File: config.mk
export PLATFORM = sky130hd
export DESIGN_NAME = apb_master_bridge_flat
export DESIGN_NICKNAME = d
export VERILOG_FILES = /design/src/rtl/apb_master_bridge_pkg.sv /design/src/rtl/apb_master_bridge_if.sv /design/src/rtl/apb_master_bridge_addr_decoder.sv /design/src/rtl/apb_master_bridge.sv /design/src/flat_wrapper.sv
export SDC_FILE = /design/constraint.sdc
export NUM_CORES = 1
export LEC_CHECK = 0
export ABC_AREA = 1
export BUFFER_PORTS_ARGS = -buffer_cell sky130_fd_sc_hd__buf_2
export CORE_ASPECT_RATIO = 1.5
export CORE_MARGIN = 5
export CORE_UTILIZATION = 40
export DETAILED_ROUTE_END_ITERATION = 16
export HOLD_SLACK_MARGIN = 0.03
export MAX_ROUTING_LAYER = met4
export PLACE_DENSITY_LB_ADDON = 0.15
export SYNTH_ARGS = -nofsm -noshare
export SYNTH_HDL_FRONTEND = slang
export SYNTH_SLANG_ARGS = --single-unit
export TNS_END_PERCENT = 20
File: constraint.sdc
create_clock -name clk -period 3.25 [get_ports clk]
set_input_delay 0.325 -clock clk [delete_from_list [all_inputs] [get_ports clk]]
set_output_delay 0.325 -clock clk [all_outputs]
set_load 0.005 [all_outputs]
File: src/rtl/apb_master_bridge_pkg.sv
// Shared types and address-map constants for the CPU-to-APB4 bridge.
package apb_master_bridge_pkg;

  typedef enum logic [1:0] {
    IDLE   = 2'd0,
    SETUP  = 2'd1,
    ACCESS = 2'd2
  } apb_state_e;

  localparam logic [31:0] APB_BASE       = 32'h1000_0000;
  localparam int          SLAVE_WIN_BITS = 12;
  localparam int          MAX_SLAVES     = 8;
  localparam int          IDX_W          = 3;

endpackage

File: src/rtl/apb_master_bridge_if.sv
// APB4 bus bundle between the bridge (master) and the peripherals (slave).
interface apb_master_bridge_if #(
  parameter int NUM_SLAVES = 4
);
  logic [31:0]              PADDR;
  logic                     PWRITE;
  logic [31:0]              PWDATA;
  logic [3:0]               PSTRB;
  logic                     PENABLE;
  logic [NUM_SLAVES-1:0]    PSEL;
  logic [32*NUM_SLAVES-1:0] PRDATA;
  logic [NUM_SLAVES-1:0]    PREADY;
  logic [NUM_SLAVES-1:0]    PSLVERR;

  modport master (
    output PADDR, PWRITE, PWDATA, PSTRB, PENABLE, PSEL,
    input  PRDATA, PREADY, PSLVERR
  );

  modport slave (
    input  PADDR, PWRITE, PWDATA, PSTRB, PENABLE, PSEL,
    output PRDATA, PREADY, PSLVERR
  );
endinterface

File: src/rtl/apb_master_bridge_addr_decoder.sv
// Combinational address decode: one 4 KiB window per slave starting at APB_BASE.
module apb_addr_decoder
  import apb_master_bridge_pkg::*;
#(
  parameter int NUM_SLAVES = 4
) (
  input  logic [31:0]      addr_i,
  output logic             hit_o,
  output logic [IDX_W-1:0] idx_o
);
  localparam int PG_W = 32 - SLAVE_WIN_BITS;

  logic [PG_W-1:0] page_ofs;

  // Below-base addresses wrap to huge offsets, but the explicit >= guards that too.
  assign page_ofs = addr_i[31:SLAVE_WIN_BITS] - APB_BASE[31:SLAVE_WIN_BITS];
  assign hit_o    = (addr_i >= APB_BASE) && (page_ofs < PG_W'(NUM_SLAVES));
  assign idx_o    = page_ofs[IDX_W-1:0];
endmodule

File: src/rtl/apb_master_bridge.sv
// CPU load/store to APB4 bridge: SETUP/ACCESS FSM, request latches, PREADY timeout.
module apb_master_bridge
  import apb_master_bridge_pkg::*;
#(
  parameter int NUM_SLAVES = 4,
  parameter int TIMEOUT    = 16
) (
  input  logic                clk,
  input  logic                reset,
  input  logic                transfer_i,
  input  logic                write_i,
  input  logic [31:0]         addr_i,
  input  logic [31:0]         wdata_i,
  input  logic [3:0]          wstrb_i,
  output logic [31:0]         rdata_o,
  output logic                ready_o,
  output logic                err_o,
  apb_master_bridge_if.master apb
);
  localparam int CW = (TIMEOUT > 1) ? $clog2(TIMEOUT) : 1;

  apb_state_e       state_q, state_d;
  logic [31:0]      addr_q, wdata_q, rdata_q;
  logic [3:0]       wstrb_q;
  logic             write_q, ready_q, err_q;
  logic [IDX_W-1:0] idx_q;
  logic [CW-1:0]    cnt_q;

  logic             hit;
  logic [IDX_W-1:0] idx;
  logic             sel_ready, sel_err, timeout_hit, accept, done;
  logic [31:0]      sel_rdata;
  logic [NUM_SLAVES-1:0] psel_c;
  logic             penable_c;

  apb_addr_decoder #(.NUM_SLAVES(NUM_SLAVES)) u_dec (
    .addr_i (addr_i),
    .hit_o  (hit),
    .idx_o  (idx)
  );

  always_comb begin
    sel_ready = 1'b0;
    sel_err   = 1'b0;
    sel_rdata = '0;
    for (int n = 0; n < NUM_SLAVES; n++) begin
      if (idx_q == IDX_W'(n)) begin
        sel_ready = apb.PREADY[n];
        sel_err   = apb.PSLVERR[n];
        sel_rdata = apb.PRDATA[32*n +: 32];
      end
    end
  end

  assign timeout_hit = (TIMEOUT != 0) && (cnt_q == CW'(TIMEOUT - 1));
  assign accept      = (state_q == IDLE) && transfer_i;
  assign done        = (state_q == ACCESS) && (sel_ready || timeout_hit);

  always_ff @(posedge clk or posedge reset) begin
    if (reset) state_q <= IDLE;
    else       state_q <= state_d;
  end

  always_comb begin
    state_d = state_q;
    case (state_q)
      IDLE:    if (accept && hit) state_d = SETUP;
      SETUP:   state_d = ACCESS;
      ACCESS:  if (done) state_d = IDLE;
      default: state_d = IDLE;
    endcase
  end

  always_comb begin
    psel_c    = '0;
    penable_c = 1'b0;
    if (state_q != IDLE) begin
      for (int n = 0; n < NUM_SLAVES; n++) psel_c[n] = (idx_q == IDX_W'(n));
      penable_c = (state_q == ACCESS);
    end
  end

  always_ff @(posedge clk or posedge reset) begin
    if (reset) begin
      addr_q  <= '0;
      wdata_q <= '0;
      wstrb_q <= '0;
      write_q <= 1'b0;
      idx_q   <= '0;
      cnt_q   <= '0;
      ready_q <= 1'b0;
      err_q   <= 1'b0;
      rdata_q <= '0;
    end else begin
      if (accept) begin
        addr_q  <= addr_i;
        wdata_q <= wdata_i;
        wstrb_q <= wstrb_i;
        write_q <= write_i;
        idx_q   <= idx;
      end
      if (state_d == SETUP) cnt_q <= '0;
      else if (state_q == ACCESS && !sel_ready && cnt_q != '1) cnt_q <= cnt_q + 1'b1;
      ready_q <= (accept && !hit) || done;
      // PREADY wins over a coincident timeout; a timeout alone is always an error.
      err_q   <= (accept && !hit) || (done && (!sel_ready || sel_err));
      if (accept && !hit) rdata_q <= '0;
      else if (done)      rdata_q <= (sel_ready && !write_q) ? sel_rdata : 32'h0;
    end
  end

  assign apb.PSEL    = psel_c;
  assign apb.PENABLE = penable_c;
  assign apb.PADDR   = addr_q;
  assign apb.PWRITE  = write_q;
  assign apb.PWDATA  = wdata_q;
  assign apb.PSTRB   = write_q ? wstrb_q : 4'b0;

  assign rdata_o = rdata_q;
  assign ready_o = ready_q;
  assign err_o   = err_q;
endmodule
File: src/flat_wrapper.sv
// flat-port wrapper written by rule: the top's interface ports become plain ports
module apb_master_bridge_flat import apb_master_bridge_pkg::*;
#(
  parameter int NUM_SLAVES = 4,
  parameter int TIMEOUT    = 16
)
  (clk, reset, transfer_i, write_i, addr_i, wdata_i, wstrb_i, rdata_o, ready_o, err_o, apb_PADDR, apb_PWRITE, apb_PWDATA, apb_PSTRB, apb_PENABLE, apb_PSEL, apb_PRDATA, apb_PREADY, apb_PSLVERR);
  apb_master_bridge_if #(.NUM_SLAVES(NUM_SLAVES)) apb_i ();
  input  logic clk;
  input  logic reset;
  input  logic transfer_i;
  input  logic write_i;
  input  logic [31:0] addr_i;
  input  logic [31:0] wdata_i;
  input  logic [3:0] wstrb_i;
  output logic [31:0] rdata_o;
  output logic ready_o;
  output logic err_o;
  output wire logic [$bits(apb_i.PADDR)-1:0] apb_PADDR;
  output wire logic [$bits(apb_i.PWRITE)-1:0] apb_PWRITE;
  output wire logic [$bits(apb_i.PWDATA)-1:0] apb_PWDATA;
  output wire logic [$bits(apb_i.PSTRB)-1:0] apb_PSTRB;
  output wire logic [$bits(apb_i.PENABLE)-1:0] apb_PENABLE;
  output wire logic [$bits(apb_i.PSEL)-1:0] apb_PSEL;
  input wire logic [$bits(apb_i.PRDATA)-1:0] apb_PRDATA;
  input wire logic [$bits(apb_i.PREADY)-1:0] apb_PREADY;
  input wire logic [$bits(apb_i.PSLVERR)-1:0] apb_PSLVERR;
  assign apb_PADDR = apb_i.PADDR;
  assign apb_PWRITE = apb_i.PWRITE;
  assign apb_PWDATA = apb_i.PWDATA;
  assign apb_PSTRB = apb_i.PSTRB;
  assign apb_PENABLE = apb_i.PENABLE;
  assign apb_PSEL = apb_i.PSEL;
  assign apb_i.PRDATA = apb_PRDATA;
  assign apb_i.PREADY = apb_PREADY;
  assign apb_i.PSLVERR = apb_PSLVERR;
  apb_master_bridge #(.NUM_SLAVES(NUM_SLAVES), .TIMEOUT(TIMEOUT)) u_core (.clk(clk), .reset(reset), .transfer_i(transfer_i), .write_i(write_i), .addr_i(addr_i), .wdata_i(wdata_i), .wstrb_i(wstrb_i), .rdata_o(rdata_o), .ready_o(ready_o), .err_o(err_o), .apb(apb_i));
endmodule
### Word-level counts from Yosys, hierarchy flattened

Cells that the tools add are included.

* add/sub/neg operators: 2
* order comparisons: 2
* equal/unequal tests: 8
* mux-type cells: 23
* reductions and logical operators: 21

Operators with widths (number)
* $mux W32: 7
* $ge A32 B29 Y1 const B: 1
* $lt A20 B3 Y1 const B: 1
* $sub A20 B17 Y20 const B: 1
* $mux W4: 4
* $logic_and A1 B1 Y1: 9
* $mux W1: 9
* $eq A3 B2 Y1 const B: 2
* $pmux W2 S3: 1
* $reduce_bool A2 Y1: 3
* $add A4 B1 Y4 const B: 1
* $eq A2 B1 Y1 const B: 2
* $eq A4 B4 Y1 const B: 1
* $logic_or A1 B1 Y1: 4
* $mux W2: 2
* $ne A4 B4 Y1 const B: 1
* $eq A3 B1 Y1 const B: 1
* $logic_not A1 Y1: 3
* $logic_not A3 Y1: 1
* $eq A2 B2 Y1 const B: 1
* $logic_not A2 Y1: 1

* bits in registers: 112
* input port bits: 208
* logic and storage cells: 66

### Depth between registers and ports, before layout

Gate-level depths: netlist of the first run.

* depth in word-level cells: 11
* depth in mapped cells: 11
* gate-level depth less buffers: 9

### Modules after synthesis

From an unflattened synthesis of the first run, not the netlist that was laid out.

* cell total of the unflattened synthesis: 730
* area total of the unflattened synthesis: 5585.4 µm²

Modules (own cells, without submodules)
* apb_master_bridge: times used 1, cells an instance 710, area an instance 5490.3 µm², seq. area each 2802.7 µm²
* apb_addr_decoder: times used 1, cells an instance 20, area an instance 95.1 µm², seq. area each 0.0 µm²

### Worst setup path after synthesis of the first run

Ideal clock, no wire load.

* path type: reg2reg
* start point: register u_core.idx_q[0]
* end point: register u_core.rdata_q[7] (netlist: u_core.rdata_o[7])
* arrival time: 1.457 ns
* path slack: 1.728 ns
* stages on the path, launching flop included: 12
* buffers on the path: 2
* clock period less this slack: 1.522 ns
* cells stage by stage: dfrtp_1 > buf_2 > inv_1 > nand3_2 > nor2_1 > nor2_4 > nand2_2 > nand2_1 > nand2_2 > buf_4 > nand3_1 > nand2_1

* word-level cells in the longest chain between the ends: 9
* elaborated cells on any way between the ends: 19

Ends and longest elaborated chain
* start: declaration: line apb_master_bridge.sv:26 `logic [IDX_W-1:0] idx_q;`
* start signal: assignment: line apb_master_bridge.sv:100 `idx_q <= idx;`
* $logic_not A3 Y1: line apb_master_bridge.sv:47 `if (idx_q == IDX_W'(n)) begin`
* $mux W1 (4 in series): line apb_master_bridge.sv:47
* $logic_and A1 B1 Y1: line apb_master_bridge.sv:108 `else if (done) rdata_q <= (sel_ready && !write_q) ? sel_rdata : 32'h0;`
* $mux W32 (2 in series): line apb_master_bridge.sv:108
* $mux W32: line apb_master_bridge.sv:107 `if (accept && !hit) rdata_q <= '0;`
* end signal: assignment: line apb_master_bridge.sv:108
* end: declaration: line apb_master_bridge.sv:23 `logic [31:0] addr_q, wdata_q, rdata_q;`

Parallel ways exist; a longest one is shown, timed or not. The select of a mux whose other input is x is not followed.
A chain may end at the register's enable or synchronous reset.

### Worst setup path after layout of the first run

* start point: register u_core.idx_q[0]
* end point: register u_core.rdata_q[21] (netlist: u_core.rdata_o[21])

Same word-level chain as after synthesis.

==> out/metrics.yaml, run 1 <==
synth.distinct_cells: 24
drv_cap: 0
outcome: "complete, no violations"
synth_nets: 986
yosys.area.top_type: "dfrtp_1"
num_vias: 5960
h-tree-depth: 3
cts-root-buf: "clkbuf_16"
netlist.area_leader.share: 0.489
grt_max_degree: 110
slew_headroom: 0.428
end_kind: "flip-flop"
pwr-share-clk: 0.330
drc: 0
drt-pass1-iter-count: 4
seq_area_mm2: 0.00273
fp.dieH_um: 155
final_hold_viol_count: 0
cts.clk_slew.worst_paths_ns: 0.08
synthTopCellsByArea: "dfrtp_1 49%, nand2_1 26%, nand3_1 6.9%, o21ai_0 3.8%, nor2_1 3.2%"
dieWidth_um: 106
whs_ns: 0.0824
fin_nets: 1277
coreArea_mm2: 0.0139
p_comb_frac: 0.203
wl_per_cell_um: 15.3
fin_setup_tns_ns: 0
area_growth_pct: 35.5
drt_iter0_drc: 326
tightest_slew_ns: 0.855
overflow: 0
finClkSkew_ns: 0.0112
synth.avg_cell_area_um2: 7.18
antenna_found_initial: 1
grt_pass1_wl_mm: 29.6
setup_viol: 0
grt_pass1_vias: 5770
ys_top_cells_by_count: "380 x nand2_1, 109 x dfrtp_1, 77 x nand3_1"
rsz0062_at_grt: "false"
finalCritPeriodShare: 0.655
cts.sinks: 109
synth_area_mm2: 0.00558
gp_congestion: 0.862
io_pins: 316
viasPerCell: 4.81
placementRows: 53
ir_drop_uv: 265
path_max_fanout: 35
p_leak_uw: 0.00448
drive_gt1_frac: 0.338
power.internal_uw: 2310
yosysSeqAreaShare: 0.489
cp-start-kind: "flip-flop"
ant_nets: 0
sw_frac_of_total: 0.294
final.min_clock_period_ns: 2.13
async_flop_share: 1.00
dp_hpwl_mm: 14.4
cts_buffers: 9
ys_ff_latch: 109
fillers: 1468
clk_latency_ns: 0.34
dieArea_mm2: 0.0165
cellPowerDensity_mw_per_mm2: 434
multi_input_area_mm2: 0.00255
synth_flop_cell: "dfrtp_1"
crit_required_ns: 3.53
initial_core_util: 0.402
cts_tree: "done"
cts.path.max_buffers: 2
cp.arrival_ns: 2.40
ys.warnings.count: 0
worstSetupPathType: "reg2reg"
syn_inst: 777
seqPwrFrac: 0.467
ctsResizeCount: 0
power.switching_uw: 964
wl_mm: 19.0
io_buffers: 315
synth.most_common_cell: "nand2_1"
worstRegToRegCells: 7
grt_use_total: 0.231
drv_slew: 0
synth_edf_count: 0
fmax_mhz: 470
cts-hold-fix-buffers: 0
cts_setup_buffers: 0
hold_path.class: "in2async"
==> routing by layer <==
| metal | vias to the layer above | wire [µm] | global-route usage |
|---|---|---|---|
| li1 | 2988 | - | - |
| met1 | 2696 | 7430 | 0.265 |
| met2 | 250 | 9630 | 0.400 |
| met3 | 26 | 1490 | 0.0522 |
| met4 | 0 | 448 | 0.0716 |
| met5 | - | 0 | - |
==> flip-flops by register name, indices dropped and copies added, names as in the netlist <==
signal,cells
u_core.apb.PWDATA,32
u_core.rdata_o,32
u_core.apb.PADDR,30
u_core.cnt_q,4
u_core.wstrb_q,4
u_core.idx_q,2
u_core.state_q,2
u_core.apb.PWRITE,1
u_core.err_o,1
u_core.ready_o,1
==> kinds of logic after synthesis <==
family          share of synthesized area
compound gates                     0.0411
xor+xnor                          0.00314
fa+ha+maj                         0.00224
buf+inv                            0.0554
flops                               0.489
simple gates                        0.409
==> worst max-delay path: stages (launching register included) <==
cell and delay [ns]:
dfrtp_1 0.39, buf_4 0.34, nand3_1 0.12, nand3_1 0.16
nand2_2 0.11, a21boi_4 0.69, nand2_1 0.14, nand2_1 0.10
==> final cells by class <==
cell class | count | share of cell area
Multi-Input combinational cell | 594 | 0.338
Sequential cell | 109 | 0.361
Inverter | 31 | 0.0157
Timing Repair Buffer | 323 | 0.218
Clock buffer | 11 | 0.0335
Antenna cell | 1 | 0.000331
Tap cell | 165 | 0.0273
Clock inverter | 5 | 0.00580
==> final timing paths <==
kind,start,slack [ns],endpoint
hold / removal,reset,0.08,u_core.rdata_o[19]$_DFFE_PP0P_
setup reg to reg,u_core.idx_q[0]$_DFFE_PP0P_,1.12,u_core.rdata_o[21]$_DFFE_PP0P_
min in group clk,addr_i[1],0.18,u_core.apb.PADDR[1]$_DFFE_PP0P_
max in group asynchronous,reset,2.65,u_core.apb.PADDR[28]$_DFFE_PP0P_
setup / recovery,u_core.idx_q[0]$_DFFE_PP0P_,1.12,u_core.rdata_o[21]$_DFFE_PP0P_
hold reg to reg,u_core.apb.PADDR[21]$_DFFE_PP0P_,0.47,u_core.apb.PADDR[21]$_DFFE_PP0P_
==> metrics by stage <==
step           setup slack [ns]  cell area [µm²]  total power (µW)  std cells   util
4_1_cts                    1.09             7550              3330       1238  0.545
2_1_floorplan            0.0511             5580              1910        777      -
3_5_place_dp               1.12             7260              2230       1222  0.524
6_report                   1.12             7550              3280       1239  0.545
3_3_place_gp               1.14             7260              2220       1222  0.524
5_1_grt                   0.892             7550              3480       1239  0.545
==> cell usage in the layout (no fill, tap or decap), types with 2 or more instances in the layout <==
master / count
buf_2: 315
buf_4: 7
clkbuf_16: 9
clkbuf_8: 2
clkinv_4: 2
clkinvlp_4: 2
dfrtp_1: 109
inv_1: 27
inv_2: 3
nand2_1: 380
nand2_2: 3
nand3_1: 77
nand4_1: 3
nor2_1: 46
nor2_4: 2
o21ai_0: 42
or2_0: 10
or2_1: 11
or2_2: 10
xor2_1: 2
==> power by group through the flow <==
| stage | registers (µW) | clock network [µW] | logic [µW] |
|---|---|---|---|
| 2_1_floorplan | 1550 | 0 | 355 |
| 3_3_place_gp | 1550 | 0 | 669 |
| 3_5_place_dp | 1550 | 0 | 673 |
| 4_1_cts | 1530 | 1120 | 676 |
| 5_1_grt | 1540 | 1170 | 766 |
| 6_report | 1530 | 1080 | 665 |
(Power assumes the default switching activity.)
==> run 2, diff against run 1 <==
Settings changed: CORE_AREA from default to 5 5 121 123, CORE_ASPECT_RATIO 1.5 to default, CORE_MARGIN 5 to default, CORE_UTILIZATION 40 to default, DIE_AREA from default to 0 0 126 128.
Clock period 3.25 ns to 2.1 ns, I/O delays scaled along.
==> run 2 against run 1 <==
Net effect: combinational power grew 56%; sequential share of layout area down 0.82 points; sequential power rose by 55%; register-to-register slack worse by 0.71 ns; highest routed layer unchanged; design area rose by 2.3%.
==> out/metrics.yaml, run 2 (same netlist as run 1, synthesis figures left out) <==
outcome: "complete, no violations"
grt_pass1_vias: 5749
cts.path.max_buffers: 2
fin_setup_tns_ns: 0
drt-pass1-iter-count: 4
drc: 0
dp_hpwl_mm: 13.8
wl_mm: 18.5
placementRows: 43
area_growth_pct: 38.6
drive_gt1_frac: 0.341
coreArea_mm2: 0.0136
tightest_slew_ns: 0.550
hold_path.startpoint: "addr_i[10]"
setup.worst_path.start: "u_core.idx_q[0]$_DFFE_PP0P_"
num_vias: 5883
end_kind: "output port"
fin_nets: 1283
clk_latency_ns: 0.35
final_hold_viol_count: 0
final_common_cell: "nand2_1"
drt_iter0_drc: 357
pwr-share-clk: 0.345
seq_area_mm2: 0.00273
wl_per_cell_um: 14.7
fin_area_mm2: 0.00773
grt_use_met1: 0.281
fmax_mhz: 538
regToRegStartpoint: "u_core.apb.PADDR[14]$_DFFE_PP0P_"
seqPwrFrac: 0.455
instances_no_fill: 1259
final_core_util: 0.570
final.min_clock_period_ns: 1.86
layout_common_cells: "380 x nand2_1, 315 x buf_2, 109 x dfrtp_1"
setup_viol: 0
cts_setup_buffers: 0
io_pins: 316
fp.dieH_um: 128
h-tree-depth: 3
cp.arrival_ns: 1.65
crit_required_ns: 1.89
cts_tree: "done"
ctsResizeCount: 0
io_buffers: 315
fillers: 1359
grt_util_met3: 0.0383
dieArea_mm2: 0.0161
sw_frac_of_total: 0.279
multi_input_area_mm2: 0.00255
slew_headroom: 0.633
max_stage_delay_ns: 0.51
initial_core_util: 0.411
antenna_found_initial: 0
cts_buffers: 9
n_antenna_cell: 0
path_cells: "nand2_2 > nor2_2 > inv_2 > nor2_1 > buf_2"
met2_usage: 0.396
finalCritPeriodShare: 0.886
place_area_mm2: 0.00740
hold_path.class: "in2reg"
viasPerCell: 4.67
gp_congestion: 0.852
ir_drop_uv: 418
dieWidth_um: 126
overflow: 0
p_comb_frac: 0.201
cellPowerDensity_mw_per_mm2: 674
cts.clk_slew.worst_paths_ns: 0.07
grt_use_total: 0.231
power.switching_uw: 1460
cp-start-kind: "flip-flop"
path_max_fanout: 32
grt_max_degree: 64
finClkSkew_ns: 0.00577
placed_cells: 1242
drv_slew: 0
grt_pass1_wl_mm: 29.1
cts.sinks: 109
totalPowerFinal_uw: 5210
rsz0062_at_grt: "false"
worstSetupPathType: "reg2out"
p_leak_uw: 0.00455
power.internal_uw: 3750
drv_cap: 0
cts-root-buf: "clkbuf_16"
busiest_layer: "met2"
ant_nets: 0
cp_slowest_cell: "dfrtp_1"
run 2: cell count changes in the layout (fill, tap and decap cells not counted), moves of 2 or more:
cell,before,now
buf_12,1,8
inv_6,0,2
buf_4,7,5
clkinv_4,2,0
run 2: routing by layer:
metal / vias up / part of all wire
met4: 0 / 0.018
met3: 20 / 0.067
met2: 225 / 0.51
li1: 3003 / -
met1: 2635 / 0.41
met5: - / 0
run 2: path summary, 6_finish.rpt:
kind | end | slack, ns | depth (start not counted)
setup / recovery | apb_PSEL[3] | 0.24 | 5
hold / removal | u_core.apb.PADDR[10]$_DFFE_PP0P_ | 0.06 | 3
setup reg to reg | u_core.rdata_o[28]$_DFFE_PP0P_ | 0.41 | 10
hold reg to reg | u_core.apb.PWDATA[6]$_DFFE_PP0P_ | 0.47 | 2
max in group asynchronous | u_core.apb.PADDR[6]$_DFFE_PP0P_ | 1.04 | 4
min in group asynchronous | u_core.ready_o$_DFF_PP0_ | 0.41 | 3
run 2: cell type report:
| cell class | count | share of cell area |
|---|---|---|
| sequential | 109 | 0.353 |
| multi-input combinational | 594 | 0.330 |
| timing repair buffer | 329 | 0.231 |
| clock buffer | 12 | 0.0345 |
| tap | 180 | 0.0291 |
| inverter | 31 | 0.0155 |
| clock inverter | 4 | 0.00680 |
run 2: power by group through the flow:
stage                     logic (µW)  clock network (µW)  registers (µW)
final                           1040                1790            2370
after floorplan                  549                   0            2400
after CTS                       1070                1840            2370
after global placement          1050                   0            2410
after global routing            1200                1910            2390
after detailed placement        1060                   0            2400
run 2: what timing repair did:
item | 4_1_cts | 5_1_grt
setup endpoints to repair | 0 | 0
hold buffers | 1 | 0
endpoints found under the hold margin | 14 | 0
run 2: worst max-delay path, delay by kind of cell, from the launching register on:
kind / cells / cell delay, ns
flops: 1 / 0.51
simple gates: 3 / 0.43
buf+inv: 2 / 0.36
run 2: stage by stage:
step           hold WS, ns  setup WS (ns)
6_report            0.0573          0.240
3_5_place_dp         0.227          0.406
5_1_grt             0.0472         0.0832
2_1_floorplan        0.327          0.575
4_1_cts             0.0430          0.201
3_3_place_gp         0.232          0.442
==> run 3, diff against run 2 <==
Settings changed: ABC_AREA 1 to default, CTS_CLUSTER_SIZE from default to 8.
==> run 3 against run 2 <==
Net effect: the run now ends with negative hold slack left; global-route usage decreased by 0.51 points; first-iteration DRC count decreased by 25%; flip-flop and latch count unchanged; clock-buffer cell count decreased by 2; wire length decreased by 1.7%; non-clock buffer count increased by 2; utilization decreased by 1.3 points; clock skew increased by 0.0043 ns; maximum frequency decreased by 1.4%; critical path type unchanged; critical endpoint is now apb_PSEL[0]; largest power group unchanged.
==> out/metrics.yaml, run 3 <==
synth_nets: 804
io_pins: 316
clk_latency_ns: 0.35
cts.path.max_buffers: 2
slew_headroom: 0.521
synthTopCellsByArea: "dfrtp_1 50%, nand2_1 15%, mux2i_1 5.7%, a21oi_1 3.2%, a32o_1 3.1%"
final_hold_viol_count: 3
ir_drop_uv: 554
hold_path.class: "in2async"
fillers: 1313
cellPowerDensity_mw_per_mm2: 693
finClkSkew_ns: 0.0101
fin_nets: 1104
ant_nets: 0
dieArea_mm2: 0.0161
cp.buffers_inverters: 2
ys_ff_latch: 109
cts.sinks: 109
area_growth_pct: 39.0
grt_max_degree: 110
cts.clk_slew.worst_paths_ns: 0.07
wl_mm: 18.2
drv_slew: 0
yosys.area.top_type: "dfrtp_1"
grt_pass1_wl_mm: 28.7
syn_inst: 595
p_leak_uw: 0.00413
setup_viol: 0
cp_slowest_cell: "dfrtp_4"
overflow: 0
outcome: "complete, but fails checks"
async_flop_share: 1.00
num_vias: 5411
fmax_mhz: 530
h-tree-depth: 3
drt-pass1-iter-count: 5
synth_edf_count: 0
max_stage_delay_ns: 0.55
path_cells: "buf_12 > nor4_1 > buf_2"
path_max_fanout: 39
fin_setup_tns_ns: 0
grt_use_total: 0.226
initial_core_util: 0.401
grt_pass1_vias: 5652
cts_buffers: 9
yosysSeqAreaShare: 0.502
end_kind: "output port"
final.min_clock_period_ns: 1.89
placementRows: 43
synth_flop_cell: "dfrtp_1"
io_buffers: 315
drt_iter0_drc: 268
worstSetupPathType: "reg2out"
ctsResizeCount: 0
synth.avg_cell_area_um2: 9.14
wl_per_cell_um: 16.8
cp.arrival_ns: 1.68
synth_area_mm2: 0.00544
cts-root-buf: "clkbuf_16"
cts_setup_buffers: 0
preCtsSetupSlack_ns: 0.151
layout_common_cells: "315 x buf_2, 212 x nand2_1, 108 x dfrtp_1"
setup_ws_ns: 0.214
coreArea_mm2: 0.0136
antenna_found_initial: 0
viasPerCell: 5.01
fp.dieH_um: 128
path_delay_family: "flip-flops"
cts_tree: "done"
tightest_slew_ns: 0.713
violations: "negative hold slack"
whs_ns: -0.00187
netlist.area_leader.share: 0.502
synth.distinct_cells: 39
drive_gt1_frac: 0.418
drv_cap: 0
dieWidth_um: 126
drc: 0
ys_top_cells_by_count: "213 x nand2_1, 109 x dfrtp_1, 35 x a21oi_1"
cp-start-kind: "flip-flop"
rsz0062_at_grt: "false"
crit_required_ns: 1.89
dp_hpwl_mm: 14.1
finalCritPeriodShare: 0.898
final_common_cell: "buf_2"
cts-hold-fix-buffers: 0
ys.warnings.count: 0
synth.most_common_cell: "nand2_1"
gp_congestion: 0.901
## run 3: per-stage QoR
stage / util / std cells / hold slack (ns) / power (µW) / area, µm²
floorplan: - / 595 / 0.315 / 2920 / 5440
global placement: 0.532 / 1064 / 0.398 / 3400 / 7220
detailed placement: 0.532 / 1064 / 0.405 / 3420 / 7220
CTS: 0.557 / 1080 / 0.0350 / 5300 / 7550
global route: 0.557 / 1080 / 0.0513 / 5500 / 7550
finish: 0.557 / 1081 / -0.00187 / 5240 / 7560
## run 3: path summary, 6_finish.rpt
| check | start | end | slack (ns) | depth (start not counted) |
|---|---|---|---|---|
| min in group clk | wdata_i[7] | u_core.apb.PWDATA[7]$_DFFE_PP0P_ | 0.04 | 3 |
| worst max-delay path | u_core.idx_q[0]$_DFFE_PP0P_ | apb_PSEL[0] | 0.21 | 3 |
| worst max register to register | u_core.idx_q[0]$_DFFE_PP0P_ | u_core.cnt_q[3]$_DFFE_PP0P_ | 0.22 | 4 |
| max in group asynchronous | reset | u_core.rdata_o[24]$_DFFE_PP0P_ | 1.61 | 3 |
| worst min-delay path | reset | u_core.apb.PWDATA[27]$_DFFE_PP0P_ | -0.002 | 3 |
| worst min register to register | u_core.apb.PADDR[27]$_DFFE_PP0P_ | u_core.apb.PADDR[27]$_DFFE_PP0P_ | 0.47 | 2 |
## run 3: cell families (layout without fill, tap and decap cells)
group           after synthesis  in the layout  share of synthesized area
simple gates                277            277                      0.214
compound gates              112            112                      0.145
flops                       109            109                      0.502
mux                          49             49                     0.0973
buf+inv                      47            352                     0.0393
fa+ha+maj                     1              1                    0.00230
other cells                   0              1                          0
## run 3: layer usage
metal | part of all wire | vias to the layer above | GRT usage
met5 | 0 | - | -
met4 | 0.023 | 0 | 0.0776
met3 | 0.075 | 28 | 0.0517
met2 | 0.49 | 218 | 0.381
met1 | 0.41 | 2529 | 0.269
li1 | - | 2636 | -
## run 3: worst min-delay path: stages
cell and delay, ns:
buf_2 0.11, clkinvlp_4 0.07, buf_12 0.41
## run 3: layout make-up
cell class / instances / area (µm²) / area share
well taps: 180 / 225 / 0.0298
inverters: 5 / 22.5 / 0.00298
multi-input cells: 439 / 2510 / 0.332
clock buffers: 10 / 239 / 0.0316
flip-flops and latches: 109 / 2730 / 0.361
diodes: 1 / 2.50 / 0.000331
clock inverters: 6 / 93.8 / 0.0124
repair buffers: 331 / 1730 / 0.230
## run 3: where the power goes
part	internal, µW	switching, µW
Combinational	497	539
Sequential	2240	91.3
Clock	1090	783
Total	3830	1410
